$ cat config.mk
export PLATFORM = sky130hd
export DESIGN_NAME = cpu_clk_ctrl
export DESIGN_NICKNAME = d
export VERILOG_FILES = /design/src/rtl/board_pkg.sv /design/src/rtl/btn_debounce.sv /design/src/rtl/cpu_clk_ctrl.sv
export SDC_FILE = /design/constraint.sdc
export NUM_CORES = 1
export LEC_CHECK = 0
export ABC_CLOCK_PERIOD_IN_PS = 2200
export CORE_MARGIN = 1.5
export CORE_UTILIZATION = 27
export DETAILED_ROUTE_END_ITERATION = 8
export GPL_TIMING_DRIVEN = 0
export PLACE_DENSITY_LB_ADDON = 0.12
export SYNTH_ARGS = -nofsm -noshare
export SYNTH_HDL_FRONTEND = slang
export SYNTH_SLANG_ARGS = --single-unit
$ cat constraint.sdc
create_clock -name iClk -period 2.2 [get_ports iClk]
set_input_delay 0.55 -clock iClk [delete_from_list [all_inputs] [get_ports iClk]]
set_output_delay 0.55 -clock iClk [all_outputs]
set_load 0.01 [all_outputs]
$ cat src/rtl/board_pkg.sv
// -----------------------------------------------------------------------------
// board_pkg
//   Shared definitions for the FPGA board top level: the CPU clock mode
//   encodings driven from the board switches, the clock controller FSM state
//   encoding, and the default button debounce length.
// -----------------------------------------------------------------------------
package board_pkg;

  // Board switch encoding for the CPU clock mode.
  typedef enum logic [1:0] {
    MODE_HALT  = 2'b00,
    MODE_RUN   = 2'b01,
    MODE_STEP  = 2'b10,
    MODE_BURST = 2'b11
  } mode_e;

  // Clock controller FSM states.
  typedef enum logic [1:0] {
    ST_IDLE  = 2'b00,
    ST_RUN   = 2'b01,
    ST_STEP  = 2'b10,
    ST_BURST = 2'b11
  } state_e;

  // Board-clock cycles a synchronised button must be stable before it counts.
  localparam int DEB_CYCLES_DEFAULT = 16;

endpackage

$ cat src/rtl/btn_debounce.sv
// -----------------------------------------------------------------------------
// btn_debounce
//   Push-button conditioner: 2-FF synchroniser, stability counter and
//   rising-edge detector. The accepted level changes once DEB_CYCLES
//   consecutive synchronised samples disagree with it; oRise pulses for one
//   cycle, one cycle after the accepted level goes high.
//
// Ports
//   iClk    in   board clock
//   iRst    in   synchronous active-high reset (clears all state)
//   iBtn    in   raw asynchronous button, active-high
//   oLevel  out  debounced button level
//   oRise   out  one-cycle pulse on a debounced rising edge
// -----------------------------------------------------------------------------
module btn_debounce
  import board_pkg::*;
#(
  parameter int DEB_CYCLES = DEB_CYCLES_DEFAULT
) (
  input  logic iClk,
  input  logic iRst,
  input  logic iBtn,
  output logic oLevel,
  output logic oRise
);

  localparam int CW = (DEB_CYCLES > 1) ? $clog2(DEB_CYCLES) : 1;
  localparam logic [CW-1:0] CNT_LAST = CW'(DEB_CYCLES - 1);

  logic [1:0]    sync;
  logic [CW-1:0] stable_cnt;
  logic          level;
  logic          level_q;
  logic          rise;

  // NOTE: sequential state is updated with non-blocking assignments so every
  // register samples the pre-edge value of the others, as real flops do.
  always_ff @(posedge iClk) begin
    if (iRst) begin
      sync       <= '0;
      stable_cnt <= '0;
      level      <= 1'b0;
      level_q    <= 1'b0;
      rise       <= 1'b0;
    end else begin
      sync    <= {sync[0], iBtn};
      level_q <= level;
      rise    <= level & ~level_q;
      // Any sample that agrees with the accepted level restarts the count,
      // so glitches shorter than DEB_CYCLES never reach the output.
      if (sync[1] == level) begin
        stable_cnt <= '0;
      end else if (stable_cnt == CNT_LAST) begin
        level      <= sync[1];
        stable_cnt <= '0;
      end else begin
        stable_cnt <= stable_cnt + CW'(1);
      end
    end
  end

  assign oLevel = level;
  assign oRise  = rise;

endmodule

$ cat src/rtl/cpu_clk_ctrl.sv
// -----------------------------------------------------------------------------
// cpu_clk_ctrl
//   CPU clock controller. Divides the board clock by DIV into a CPU clock and
//   a matching one-cycle clock enable, under HALT / RUN / single-STEP /
//   counted-BURST control from the board switches and a debounced button.
//   A started CPU cycle always completes, so oCpuClk never glitches.
//
// Ports
//   iClk       in   board clock
//   iRst       in   synchronous active-high reset
//   iMode      in   [1:0] 00 HALT, 01 RUN, 10 STEP, 11 BURST
//   iStepBtn   in   raw asynchronous push-button
//   iBurstLen  in   [15:0] CPU cycles per burst, sampled at burst launch
//   oCpuClk    out  registered divided clock (low DIV-DIV/2, high DIV/2)
//   oCpuEn     out  registered one-iClk pulse in the last phase of each cycle
//   oBusy      out  high while a CPU cycle or burst is in progress
//   oCycleCnt  out  [CNT_W-1:0] number of oCpuEn pulses, wrapping
// -----------------------------------------------------------------------------
module cpu_clk_ctrl
  import board_pkg::*;
#(
  parameter int DIV        = 10,
  parameter int DEB_CYCLES = DEB_CYCLES_DEFAULT,
  parameter int CNT_W      = 32
) (
  input  logic             iClk,
  input  logic             iRst,
  input  logic [1:0]       iMode,
  input  logic             iStepBtn,
  input  logic [15:0]      iBurstLen,
  output logic             oCpuClk,
  output logic             oCpuEn,
  output logic             oBusy,
  output logic [CNT_W-1:0] oCycleCnt
);

  localparam int PW = $clog2(DIV);
  localparam logic [PW-1:0] PHASE_LAST = PW'(DIV - 1);
  localparam logic [PW-1:0] PHASE_HIGH = PW'(DIV - DIV / 2);

  mode_e       mode;
  state_e      state, state_nxt;
  logic [PW-1:0] phase, phase_nxt;
  logic [15:0] burst_cnt, burst_nxt;
  logic        last_phase;
  logic        active_nxt;
  logic        btn_rise;
  logic        unused_btn_level;

  btn_debounce #(
    .DEB_CYCLES (DEB_CYCLES)
  ) u_btn (
    .iClk   (iClk),
    .iRst   (iRst),
    .iBtn   (iStepBtn),
    .oLevel (unused_btn_level),
    .oRise  (btn_rise)
  );

  assign mode       = mode_e'(iMode);
  assign last_phase = (phase == PHASE_LAST);

  // NOTE: every signal driven here gets a default first, so no path through
  // the case leaves a value unassigned and no latch is inferred.
  always_comb begin
    state_nxt = state;
    burst_nxt = burst_cnt;
    unique case (state)
      ST_IDLE: begin
        // RUN wins over a simultaneous button edge; the edge is qualified by
        // the mode seen in the same cycle.
        if (mode == MODE_RUN) begin
          state_nxt = ST_RUN;
        end else if (btn_rise && mode == MODE_STEP) begin
          state_nxt = ST_STEP;
        end else if (btn_rise && mode == MODE_BURST && iBurstLen != '0) begin
          state_nxt = ST_BURST;
          burst_nxt = iBurstLen;
        end
      end
      ST_RUN: begin
        if (last_phase && mode != MODE_RUN) state_nxt = ST_IDLE;
      end
      ST_STEP: begin
        if (last_phase) state_nxt = ST_IDLE;
      end
      ST_BURST: begin
        if (last_phase) begin
          burst_nxt = burst_cnt - 16'd1;
          if (burst_cnt == 16'd1 || mode == MODE_HALT) begin
            state_nxt = ST_IDLE;
            burst_nxt = '0;
          end
        end
      end
      default: state_nxt = ST_IDLE;
    endcase

    // Phase only advances inside a CPU cycle; mode decisions are taken at the
    // last phase, so a cycle is never cut short.
    if (state == ST_IDLE || last_phase) phase_nxt = '0;
    else                                phase_nxt = phase + PW'(1);

    active_nxt = (state_nxt != ST_IDLE);
  end

  // Outputs are registered from the next state/phase so they line up with
  // the phase they describe while still coming straight from flops.
  always_ff @(posedge iClk) begin
    if (iRst) begin
      state     <= ST_IDLE;
      phase     <= '0;
      burst_cnt <= '0;
      oCpuClk   <= 1'b0;
      oCpuEn    <= 1'b0;
      oBusy     <= 1'b0;
      oCycleCnt <= '0;
    end else begin
      state     <= state_nxt;
      phase     <= phase_nxt;
      burst_cnt <= burst_nxt;
      oCpuClk   <= active_nxt && (phase_nxt >= PHASE_HIGH);
      oCpuEn    <= active_nxt && (phase_nxt == PHASE_LAST);
      oBusy     <= active_nxt;
      if (active_nxt && phase_nxt == PHASE_LAST) oCycleCnt <= oCycleCnt + CNT_W'(1);
    end
  end

endmodule

==> metrics.md <==
| Metric | Value |
|---|---|
| Die Area | 0.0128 mm² |
| CP Max Fanout | 5 |
| WL final | roughly 10 mm |
| Worst hold path class | reg2reg |
| Max incr delay on CP | 0.43 ns |
| Initial antenna violation count | 0 |
| CTS tree | yes |
| Chip Width | roughly 110 µm |
| Vias in the first global route | about 3200 |
| Power Dens Cells | 591 mW/mm² |
| Final setup violation count | 0 |
| Unique cell type count in the Yosys netlist | 49 |
| Syn nets | 430 |
| Drt drc | 0 |
| Core Util, Final | 0.397 |
| Power share of the clock group | 0.533 |
| RSZ-0062 raised after global routing | true |
| Longest Clk Path Bufs | 2 |
| Max cap viols | 0 |
| Worst path required time | 2.47 ns |
| Register bit count reported by yosys | 66 |
| Setup tns final | 0 ns |
| Drt wl/cell | 15.7 µm |
| CTS buffer count | 9 |
| Initial core utilization | 0.275 |
| Placer Congestion | 0.878 |
| Startpoint types | flip-flop |
| Logic pwr share | 0.038 |
| Vias/cell | 5.28 |
| Grt total ovfl | 0 |
| Reg power frac | 0.430 |
| Cell Area, Synth | 0.00329 mm² |
| Switching power | 641 µW |
| Clock skew | 0.00610 ns |
| Avg Cell Area, Syn | between 8 and 9 µm² |
| Final HPWL DP | between 6 and 7 mm |
| Antenna-violating nets left | 0 |
| Core area | 0.0120 mm² |
| Row cnt | 40 |
| Pint | 2.16 mW |
| Final nets | 511 |
| CP max-delay cell | or3_4 |
| Status | completed |
| Area Growth Syn to Fin | 44.4% |
| I/O pins | 56 |
| Initial DRC Count | around 130 |
| Top cell by count, worst path | buf_6 |
| Clk_lat worst skew | 0.34 ns |
| Period minus WS final | ~2.1 ns |
| Sink Count | 66 |
| Sequential-to-total area share from yosys stat | 0.402 |
| CTS H-tree lvls | 3 |
| Lkg Pwr | 1.59 nW |
| Switch share | 0.229 |
| Tcrit/Tclk final | 0.976 |
| Slew HR | 0.552 |
| Ys async rst share | 0 |
| Main synth FF type | dfxtp_1 |
| Peak supply drop | 0.000300 V |
| Critical path, cell by cell | inv_2 -> ha_4 -> and3b_2 -> nor4_4 -> buf_6 -> buf_6 -> nand4_1 -> or3_4 -> a21oi_2 |
| CTS hold repair buffers | 0 |
| Die H | 113 µm |
| Cell family with most CP delay | simple AND/OR/NAND/NOR gates |
| Slew at the pin with the worst max-slew slack | approximately 0.67 ns |
| Drt first pass iters | 4 |
| EDFF count, synth | 0 |
| Hold Vio Cnt, Final | 0 |
| ANT cells | 0 |
| Ys Warns | 0 |
| GR Util All Layers | 0.159 |
| Critical path class | reg2reg |
| Overall power | 2.80 mW |
| CTS Root Cell | clkbuf_16 |
| Max Clk Rate | 466 MHz |
| Largest net degree at the start of global routing | 13 |
| Worst Path Buf+Inv | 3 |
| Fraction of layout cells with a size suffix above 1 | 0.196 |
| Routed vias | 3357 |
| Post-Synthesis Cells | 403 |
| Crit path arrival time | 2.42 ns |
| Worst setup EP type | flip-flop |
| Port Buffers | 55 |
| Pins Over Slew Limit | 0 |
| Clock slew at reported path FFs | 0.06 ns |
| First-pass GRT wire length | 16.1 mm |
power groups by stage:
stage | combinational, mW | clock (mW) | sequential [mW]
after global routing | 0.115 | 1.57 | 1.20
after CTS | 0.102 | 1.52 | 1.21
final | 0.105 | 1.49 | 1.20
after floorplan | 0.0360 | 0 | 1.23
after detailed placement | 0.0989 | 0 | 1.23
after global placement | 0.100 | 0 | 1.23
timing repair:
action,4_1_cts,5_1_grt
gates cloned,0,3
pin swaps,5,25
resized for setup,30,55
setup endpoints to repair,40,36
setup buffers,3,13
worst register-to-register path, cell delays in order, from the launching register on:
cell and delay (ns):
dfxtp_2 0.35, inv_2 0.06, ha_4 0.15, and3b_2 0.24, nor4_4 0.29, buf_6 0.17, buf_6 0.10, nand4_1 0.19
or3_4 0.43, a21oi_2 0.12
registers in the layout (all words and copies together) (netlist names), 2 cells and up:
| name | cells |
|---|---|
| oCycleCnt | 32 |
| burst_cnt | 16 |
| phase | 4 |
| u_btn.stable_cnt | 4 |
| state | 2 |
| u_btn.sync | 2 |
through the flow:
stage / hold slack, ns / setup slack, ns / cell area [µm²] / std cells
CTS: 0.382 / -0.0117 / 4450 / 621
floorplan: 0.367 / 0.0567 / 3290 / 403
detailed placement: 0.374 / -1.10 / 4020 / 605
global placement: 0.374 / -1.10 / 4020 / 605
finish: 0.382 / 0.0521 / 4740 / 636
global route: 0.394 / -0.100 / 4740 / 636
cells in the final DEF, fill, tap and decap left out, types with 5 or more instances in the layout:
cell             instances
a21oi_2                  5
clkbuf_16               10
clkbuf_1                 6
nand3_1                 18
o21ai_0                 26
inv_1                    6
or4_1                   10
dfxtp_1                 56
nor2_1                  37
dfxtp_2                  8
o31ai_1                 11
nor3_1                   7
nor2b_1                  6
xor2_1                  11
nand2_1                 32
clkdlybuf4s50_1         55
or4_4                    6
nor4_1                   6
buf_4                   16
nand4_1                 10
or3_1                   12
a21oi_1                 33
xnor2_1                  6
cell type report:
type                       instances  area (µm²)
fill                            1232        7220
multi-input combinational        307        2050
sequential                        66        1340
timing repair buffer              74         709
clock buffer                      10         239
tap                              147         184
buffer                            18         128
clock inverter                     6        65.1
inverter                           8        30.0
layer usage:
layer,vias to the layer above,wire length (µm),GRT usage
li1,1660,-,-
met1,1574,4950,0.217
met2,102,4240,0.232
met3,21,528,0.0370
met4,0,275,0.0842
met5,-,0,0
cells by family (layout without fill, tap and decap cells):
family                     count (synthesis)  count (layout)  synth area share
AOI/OAI and AO/OA                        108             108             0.203
xor gates and xnor gates                  17              17            0.0453
adders and majority gates                  6               6            0.0228
buffers and inverters                     30             116            0.0381
DFF                                       66              66             0.402
muxes                                      2               2           0.00609
and+or+nand+nor                          174             174             0.283
path summary, 6_finish.rpt:
check	from	to	slack, ns	cells past startpoint
max	phase[1]	oCycleCnt[16]	0.05	9
min	u_btn.level_q	u_btn.oRise	0.38	1
max reg2reg	phase[1]	oCycleCnt[16]	0.05	9
min reg2reg	u_btn.level_q	u_btn.oRise	0.38	1
Yosys cell counts, types with 4 or more instances:
library cell  count  area share
dfxtp_1          66        0.40
a21oi_1          38       0.058
nor2b_1           6       0.011
xnor2_1           6       0.016
or4_1            16       0.037
nand3_1          21       0.032
inv_1             8      0.0091
buf_2             4      0.0061
or3_1            13       0.025
a221oi_1          4       0.011
nor2_1           38       0.043
o31ai_1          14       0.032
nor4_1            9       0.017
and4_1            4       0.011
o21ai_0          30       0.046
a211oi_1          4      0.0091
xor2_1           11       0.029
clkbuf_1         16       0.018
nand4_1          10       0.019
ha_1              6       0.023
nor3_1            8       0.012
nand2_1          32       0.037
Note: power is estimated with default switching activity, not from simulation.
